$ cat src/rtl/pipe_mul_if.sv
// Operand, control and result bundle for pipe_mul.
// The master drives samples and controls; the slave (the multiplier) returns results.
interface pipe_mul_if #(
    parameter int WIDTH_A = 8,
    parameter int WIDTH_B = 8,
    parameter int OUT_W   = 16,
    parameter int TAG_W   = 4
);
    logic               ce;
    logic               in_valid;
    logic               signed_mode;
    logic [WIDTH_A-1:0] a;
    logic [WIDTH_B-1:0] b;
    logic [TAG_W-1:0]   tag;
    logic               ovf_clr;
    logic [OUT_W-1:0]   res;
    logic               res_dv;
    logic [TAG_W-1:0]   res_tag;
    logic               res_sat;
    logic               ovf_sticky;

    modport master (
        output ce, in_valid, signed_mode, a, b, tag, ovf_clr,
        input  res, res_dv, res_tag, res_sat, ovf_sticky
    );

    modport slave (
        input  ce, in_valid, signed_mode, a, b, tag, ovf_clr,
        output res, res_dv, res_tag, res_sat, ovf_sticky
    );
endinterface

$ cat src/rtl/pipe_mul.sv
// Pipelined signed/unsigned multiplier with round-half-up post-scale, output saturation
// and a per-sample tag; STAGES ce-enabled cycles of latency.
module pipe_mul #(
    parameter int WIDTH_A = 8,
    parameter int WIDTH_B = 8,
    parameter int OUT_W   = 16,
    parameter int SHIFT   = 0,
    parameter int STAGES  = 2,
    parameter int TAG_W   = 4
) (
    input  logic      clk,
    input  logic      rst,
    pipe_mul_if.slave bus
);

    localparam int PW  = WIDTH_A + WIDTH_B;
    localparam int RSH = (SHIFT > 0) ? SHIFT - 1 : 0;

    // One extra bit keeps the rounding add from wrapping and lets unsigned values stay positive.
    localparam logic signed [PW:0] RND  = (SHIFT > 0) ? ((PW+1)'(1) << RSH) : '0;
    localparam logic signed [PW:0] UMAX = ((PW+1)'(1) << OUT_W) - (PW+1)'(1);
    localparam logic signed [PW:0] SMAX = UMAX >>> 1;
    localparam logic signed [PW:0] SMIN = ~SMAX;

    logic signed [PW:0] aExt;
    logic signed [PW:0] bExt;
    logic signed [PW:0] prodIn;

    always_comb begin
        aExt   = bus.signed_mode ? (PW+1)'($signed(bus.a)) : (PW+1)'(bus.a);
        bExt   = bus.signed_mode ? (PW+1)'($signed(bus.b)) : (PW+1)'(bus.b);
        prodIn = aExt * bExt;
    end

    logic signed [PW:0] lastProd;
    logic               lastMode;
    logic               lastValid;
    logic [TAG_W-1:0]   lastTag;

    // Stages ahead of the output register carry the full product; the last stage scales and clips.
    generate
        if (STAGES > 1) begin : g_pipe
            logic signed [PW:0] prodPipe_q  [STAGES-1];
            logic               modePipe_q  [STAGES-1];
            logic               validPipe_q [STAGES-1];
            logic [TAG_W-1:0]   tagPipe_q   [STAGES-1];

            always_ff @(posedge clk) begin
                if (rst) begin
                    for (int i = 0; i < STAGES - 1; i++) begin
                        prodPipe_q[i]  <= '0;
                        modePipe_q[i]  <= 1'b0;
                        validPipe_q[i] <= 1'b0;
                        tagPipe_q[i]   <= '0;
                    end
                end else if (bus.ce) begin
                    prodPipe_q[0]  <= prodIn;
                    modePipe_q[0]  <= bus.signed_mode;
                    validPipe_q[0] <= bus.in_valid;
                    tagPipe_q[0]   <= bus.tag;
                    for (int i = 1; i < STAGES - 1; i++) begin
                        prodPipe_q[i]  <= prodPipe_q[i-1];
                        modePipe_q[i]  <= modePipe_q[i-1];
                        validPipe_q[i] <= validPipe_q[i-1];
                        tagPipe_q[i]   <= tagPipe_q[i-1];
                    end
                end
            end

            assign lastProd  = prodPipe_q[STAGES-2];
            assign lastMode  = modePipe_q[STAGES-2];
            assign lastValid = validPipe_q[STAGES-2];
            assign lastTag   = tagPipe_q[STAGES-2];
        end else begin : g_direct
            assign lastProd  = prodIn;
            assign lastMode  = bus.signed_mode;
            assign lastValid = bus.in_valid;
            assign lastTag   = bus.tag;
        end
    endgenerate

    logic signed [PW:0] scaled;
    logic [OUT_W-1:0]   res_d;
    logic               sat_d;
    logic               ovf_d;

    logic [OUT_W-1:0]   res_q;
    logic               sat_q;
    logic               dv_q;
    logic [TAG_W-1:0]   tag_q;
    logic               ovf_q;

    // Unsigned products keep a zero top bit, so the arithmetic shift also serves as a logical one.
    always_comb begin
        scaled = (lastProd + RND) >>> SHIFT;
        res_d  = scaled[OUT_W-1:0];
        sat_d  = 1'b0;
        if (lastMode) begin
            if (scaled > SMAX) begin
                res_d = SMAX[OUT_W-1:0];
                sat_d = 1'b1;
            end else if (scaled < SMIN) begin
                res_d = SMIN[OUT_W-1:0];
                sat_d = 1'b1;
            end
        end else if (scaled > UMAX) begin
            res_d = UMAX[OUT_W-1:0];
            sat_d = 1'b1;
        end
        ovf_d = (dv_q && sat_q) || (ovf_q && !bus.ovf_clr);
    end

    // Results load only on a valid advance, so bubbles and stalls leave the last result in place.
    always_ff @(posedge clk) begin
        if (rst) begin
            res_q <= '0;
            sat_q <= 1'b0;
            dv_q  <= 1'b0;
            tag_q <= '0;
            ovf_q <= 1'b0;
        end else begin
            ovf_q <= ovf_d;
            if (bus.ce) begin
                dv_q <= lastValid;
                if (lastValid) begin
                    res_q <= res_d;
                    sat_q <= sat_d;
                    tag_q <= lastTag;
                end
            end else begin
                dv_q <= 1'b0;
            end
        end
    end

    assign bus.res        = res_q;
    assign bus.res_dv     = dv_q;
    assign bus.res_tag    = tag_q;
    assign bus.res_sat    = sat_q;
    assign bus.ovf_sticky = ovf_q;

endmodule

$ cat src/flat_wrapper.sv
// flat-port wrapper written by rule: the top's interface ports become plain ports
module pipe_mul_flat 
#(
    parameter int WIDTH_A = 8,
    parameter int WIDTH_B = 8,
    parameter int OUT_W   = 16,
    parameter int SHIFT   = 0,
    parameter int STAGES  = 2,
    parameter int TAG_W   = 4
)
  (clk, rst, bus_ce, bus_in_valid, bus_signed_mode, bus_a, bus_b, bus_tag, bus_ovf_clr, bus_res, bus_res_dv, bus_res_tag, bus_res_sat, bus_ovf_sticky);
  pipe_mul_if #(.WIDTH_A(WIDTH_A), .WIDTH_B(WIDTH_B), .OUT_W(OUT_W), .TAG_W(TAG_W)) bus_i ();
  input  logic clk;
  input  logic rst;
  input wire logic [$bits(bus_i.ce)-1:0] bus_ce;
  input wire logic [$bits(bus_i.in_valid)-1:0] bus_in_valid;
  input wire logic [$bits(bus_i.signed_mode)-1:0] bus_signed_mode;
  input wire logic [$bits(bus_i.a)-1:0] bus_a;
  input wire logic [$bits(bus_i.b)-1:0] bus_b;
  input wire logic [$bits(bus_i.tag)-1:0] bus_tag;
  input wire logic [$bits(bus_i.ovf_clr)-1:0] bus_ovf_clr;
  output wire logic [$bits(bus_i.res)-1:0] bus_res;
  output wire logic [$bits(bus_i.res_dv)-1:0] bus_res_dv;
  output wire logic [$bits(bus_i.res_tag)-1:0] bus_res_tag;
  output wire logic [$bits(bus_i.res_sat)-1:0] bus_res_sat;
  output wire logic [$bits(bus_i.ovf_sticky)-1:0] bus_ovf_sticky;
  assign bus_i.ce = bus_ce;
  assign bus_i.in_valid = bus_in_valid;
  assign bus_i.signed_mode = bus_signed_mode;
  assign bus_i.a = bus_a;
  assign bus_i.b = bus_b;
  assign bus_i.tag = bus_tag;
  assign bus_i.ovf_clr = bus_ovf_clr;
  assign bus_res = bus_i.res;
  assign bus_res_dv = bus_i.res_dv;
  assign bus_res_tag = bus_i.res_tag;
  assign bus_res_sat = bus_i.res_sat;
  assign bus_ovf_sticky = bus_i.ovf_sticky;
  pipe_mul #(.WIDTH_A(WIDTH_A), .WIDTH_B(WIDTH_B), .OUT_W(OUT_W), .SHIFT(SHIFT), .STAGES(STAGES), .TAG_W(TAG_W)) u_core (.clk(clk), .rst(rst), .bus(bus_i));
endmodule
$ cat config.mk
export PLATFORM = sky130hd
export DESIGN_NAME = pipe_mul_flat
export DESIGN_NICKNAME = d
export VERILOG_FILES = /design/src/rtl/pipe_mul_if.sv /design/src/rtl/pipe_mul.sv /design/src/flat_wrapper.sv
export SDC_FILE = /design/constraint.sdc
export NUM_CORES = 1
export LEC_CHECK = 0
export CAP_MARGIN = 20
export CORE_UTILIZATION = 45
export DETAILED_ROUTE_END_ITERATION = 8
export SYNTH_ARGS = -nofsm -noshare
export SYNTH_HDL_FRONTEND = slang
export SYNTH_SLANG_ARGS = --single-unit
export TNS_END_PERCENT = 10
$ cat constraint.sdc
create_clock -name clk -period 7.6 [get_ports clk]
set_input_delay 1.52 -clock clk [delete_from_list [all_inputs] [get_ports clk]]
set_output_delay 1.52 -clock clk [all_outputs]
set_load 0.02 [all_outputs]
==> flow_summary.toml <==
[synthesis]
ys_types = 34
syn-instance-count = 584
yosysSeqAreaShare_pct = 20.70
synthesis.area_um2 = 5562
synth_warnings = 0
synth_top_area_share_pct = 29.52
async_reset_ff_share_pct = 0
synth_top_area_cell = "fa_1"
synth_flop_cell = "edfxtp_1"
synth.avg_cell_area_um2 = 9.523
synth_area_leaders = "fa_1 30%, ha_1 13%, edfxtp_1 12%"
synth-edff-count = 23
ys_ff_latch = 46
syn_nets = 749

[final_layout]
final_area_um2 = 6359
fill_cells = 1131
antennaDiodeCount = 0
areaGrowthSynthToFinish_pct = 14.33
drive_above_1_share_pct = 2.556
layout.nets = 790

[global_routing]
grt_util_all_layers_pct = 17.96
gr-max-usage-layer = "met2"
grt_pass1_vias = 3875
grt_max_degree = 27
grt_pass1_wl_um = 18510
gr-total-overflow = 0
antenna_found_initial = 0
use_met1_pct = 25.04
use_met3_pct = 1.393
use_met2_pct = 30.67

[clocking]
cts_tree = "done"
cts_buffer_depth = 2
cts_setup_buffers = 0
hold_buffers = 0
cts_sinks = 46
path_clk_slew_ns = 0.06
clock_latency_ns = 0.28
htreeDepth = 2
cts-root-buf = "clkbuf_16"
cts_made_buffers = 5
cts_resized = 0

[power_and_ir_drop]
leakagePower_uw = 0.002993
power_density_nw_per_um2 = 269.3
peakVddDrop_v = 0.0001788

[route]
wire_per_inst_um = 14.00
avgViaCountPerCell = 4.973
first_pass_iters = 5
postRouteAntennaNets = 0
finalWirelength_um = 10820
dr_total_vias = 3844
drc = 0
drt_iter0_drc = 172

[floorplan]
dieArea_um2 = 12810
start_util_pct = 46.30
num_rows = 40
die_y_um = 113.2
pin_count = 49
core-area_um2 = 12010
die_w_um = 113.2

[setup_path]
max_stage_delay_ns = 0.65
r2r_start = "u_core.g_pipe.validPipe_q[0]"
cp_max_fo = 9
cp.required_ns = 7.72
crit_type = "primary input to flop"
arrival_ns = 7.22
start_kind = "primary input"
crit_chain = "clkdlybuf4s50_1 -> nand3_1 -> inv_1 -> fa_1 -> inv_1 -> fa_1 -> fa_1 -> fa_1 -> fa_1 -> fa_1 -> inv_1 -> ha_1 -> a21o_1 -> a21o_1 -> a21o_1 -> a21o_1 -> o21a_1 -> nor3_1"
critPathSlowestCell = "clkdlybuf4s50_1"
startpoint = "bus_b[2]"
rrSetupSlack_ns = 5.51
cp_common_cell = "fa_1"
end_kind = "flop"

[timing]
fin_tns_setup_ns = 0
rsz0062_at_grt = "no"
maxSlewViolCount = 0
final-setup-viol-count = 0
maxSlewHeadroom_pct = 30.99
finalCritPeriodShare_pct = 93.33
hold_violations = 0
period_needed_ns = 7.093
clock_skew_ns = 0.004046
tightestPinTransition_ns = 1.028
clock.fmax_mhz = 141.0

[status]
status = "completed"

[placed_design]
place_congestion = 0.8592
dpl_cell_area_um2 = 6192
dp_hpwl_um = 9286
io_buffers = 48

[worst_hold_path]
hold_class = "flop to flop"
hold_start = "u_core.bus.res_dv"

[run]
max_cap_viol_count = 0
-- per-stage QoR --
step	hold slack [ns]	utilization [%]	power, µW	cells	setup WS, ns
4_1_cts	0.4626	52.94	1728	773	0.4943
6_report	0.4603	52.94	1712	773	0.5069
5_1_grt	0.4784	52.94	1907	773	0.1345
3_5_place_dp	0.4541	51.55	1479	765	0.1969
3_3_place_gp	0.4473	51.55	1463	765	0.2812
2_1_floorplan	0.4713	-	1237	584	0.8744
-- layout make-up --
type / instances / area [µm²] / share of cell area (%)
clock inverter: 2 / 37.54 / 0.5903
clock buffer: 6 / 128.9 / 2.027
tap: 147 / 183.9 / 2.893
inverter: 118 / 442.9 / 6.966
timing repair buffer: 53 / 518.0 / 8.146
multi-input combinational: 401 / 3896 / 61.28
sequential: 46 / 1151 / 18.10
-- cells by family after synthesis --
family | count (synthesis) | synth area share [%]
simple gates | 181 | 16.69
fa+ha+maj | 139 | 42.34
compound gates | 55 | 6.164
flops | 46 | 20.70
mux | 1 | 0.1800
xor+xnor | 25 | 4.679
buf+inv | 137 | 9.246
-- where the power goes --
part	leakage [µW]	internal, µW	switching, µW
Sequential	0.000435	315	15.2
Combinational	0.00248	513	628
Clock	0.0000771	155	86.1
-- synthesized netlist by cell type, types with 3 or more instances --
master	number
a21o_1	6
a21oi_1	27
and2_1	56
and3_1	10
clkbuf_1	19
dfxtp_1	23
edfxtp_1	23
fa_1	82
ha_1	57
inv_1	118
nand2_1	38
nand3_1	5
nor2_1	26
nor2b_1	5
nor3_1	33
o21a_1	8
o21ai_0	4
xnor2_1	18
xnor3_1	3
xor2_1	4
-- sequential cells by signal, indices dropped and copies added, names as in the netlist --
register / cells
u_core.g_pipe.tagPipe_q: 4
u_core.bus.res_dv: 1
u_core.bus.res_sat: 1
u_core.bus.res: 16
u_core.bus.ovf_sticky: 1
u_core.g_pipe.prodPipe_q: 17
u_core.g_pipe.modePipe_q: 1
u_core.g_pipe.validPipe_q: 1
u_core.bus.res_tag: 4
-- path summary, 6_finish.rpt --
| check | endpoint | cells past startpoint |
|---|---|---|
| worst max-delay path | u_core.g_pipe.prodPipe_q[0][16] | 18 |
| worst min register to register | u_core.bus.ovf_sticky | 2 |
| worst max register to register | u_core.bus.res[3] | 4 |
| worst min-delay path | u_core.bus.ovf_sticky | 2 |
-- worst max-delay path: cells and delay by family --
kind            cells  cell delay, ns
simple gates        2            0.34
compound gates      5            0.96
fa+ha+maj           7            3.30
buf+inv             4            1.08
-- placed cells by master (no fill, tap or decap), drive strengths merged, types with 8 or more instances in the layout --
master	instances
edfxtp	23
nor2	26
o21a	8
xnor2	18
a21oi	27
and3	11
fa	82
clkdlybuf4s50	48
and2	56
nand2	38
inv	118
dfxtp	23
nor3	33
ha	57
-- per-layer routing --
metal  vias to the layer above  wire (µm)
li1                       1901          -
met1                      1843       5130
met2                        86       5070
met3                        14        455
met4                         0        167
met5                         -          0
Note: power is estimated with default switching activity, not from simulation.
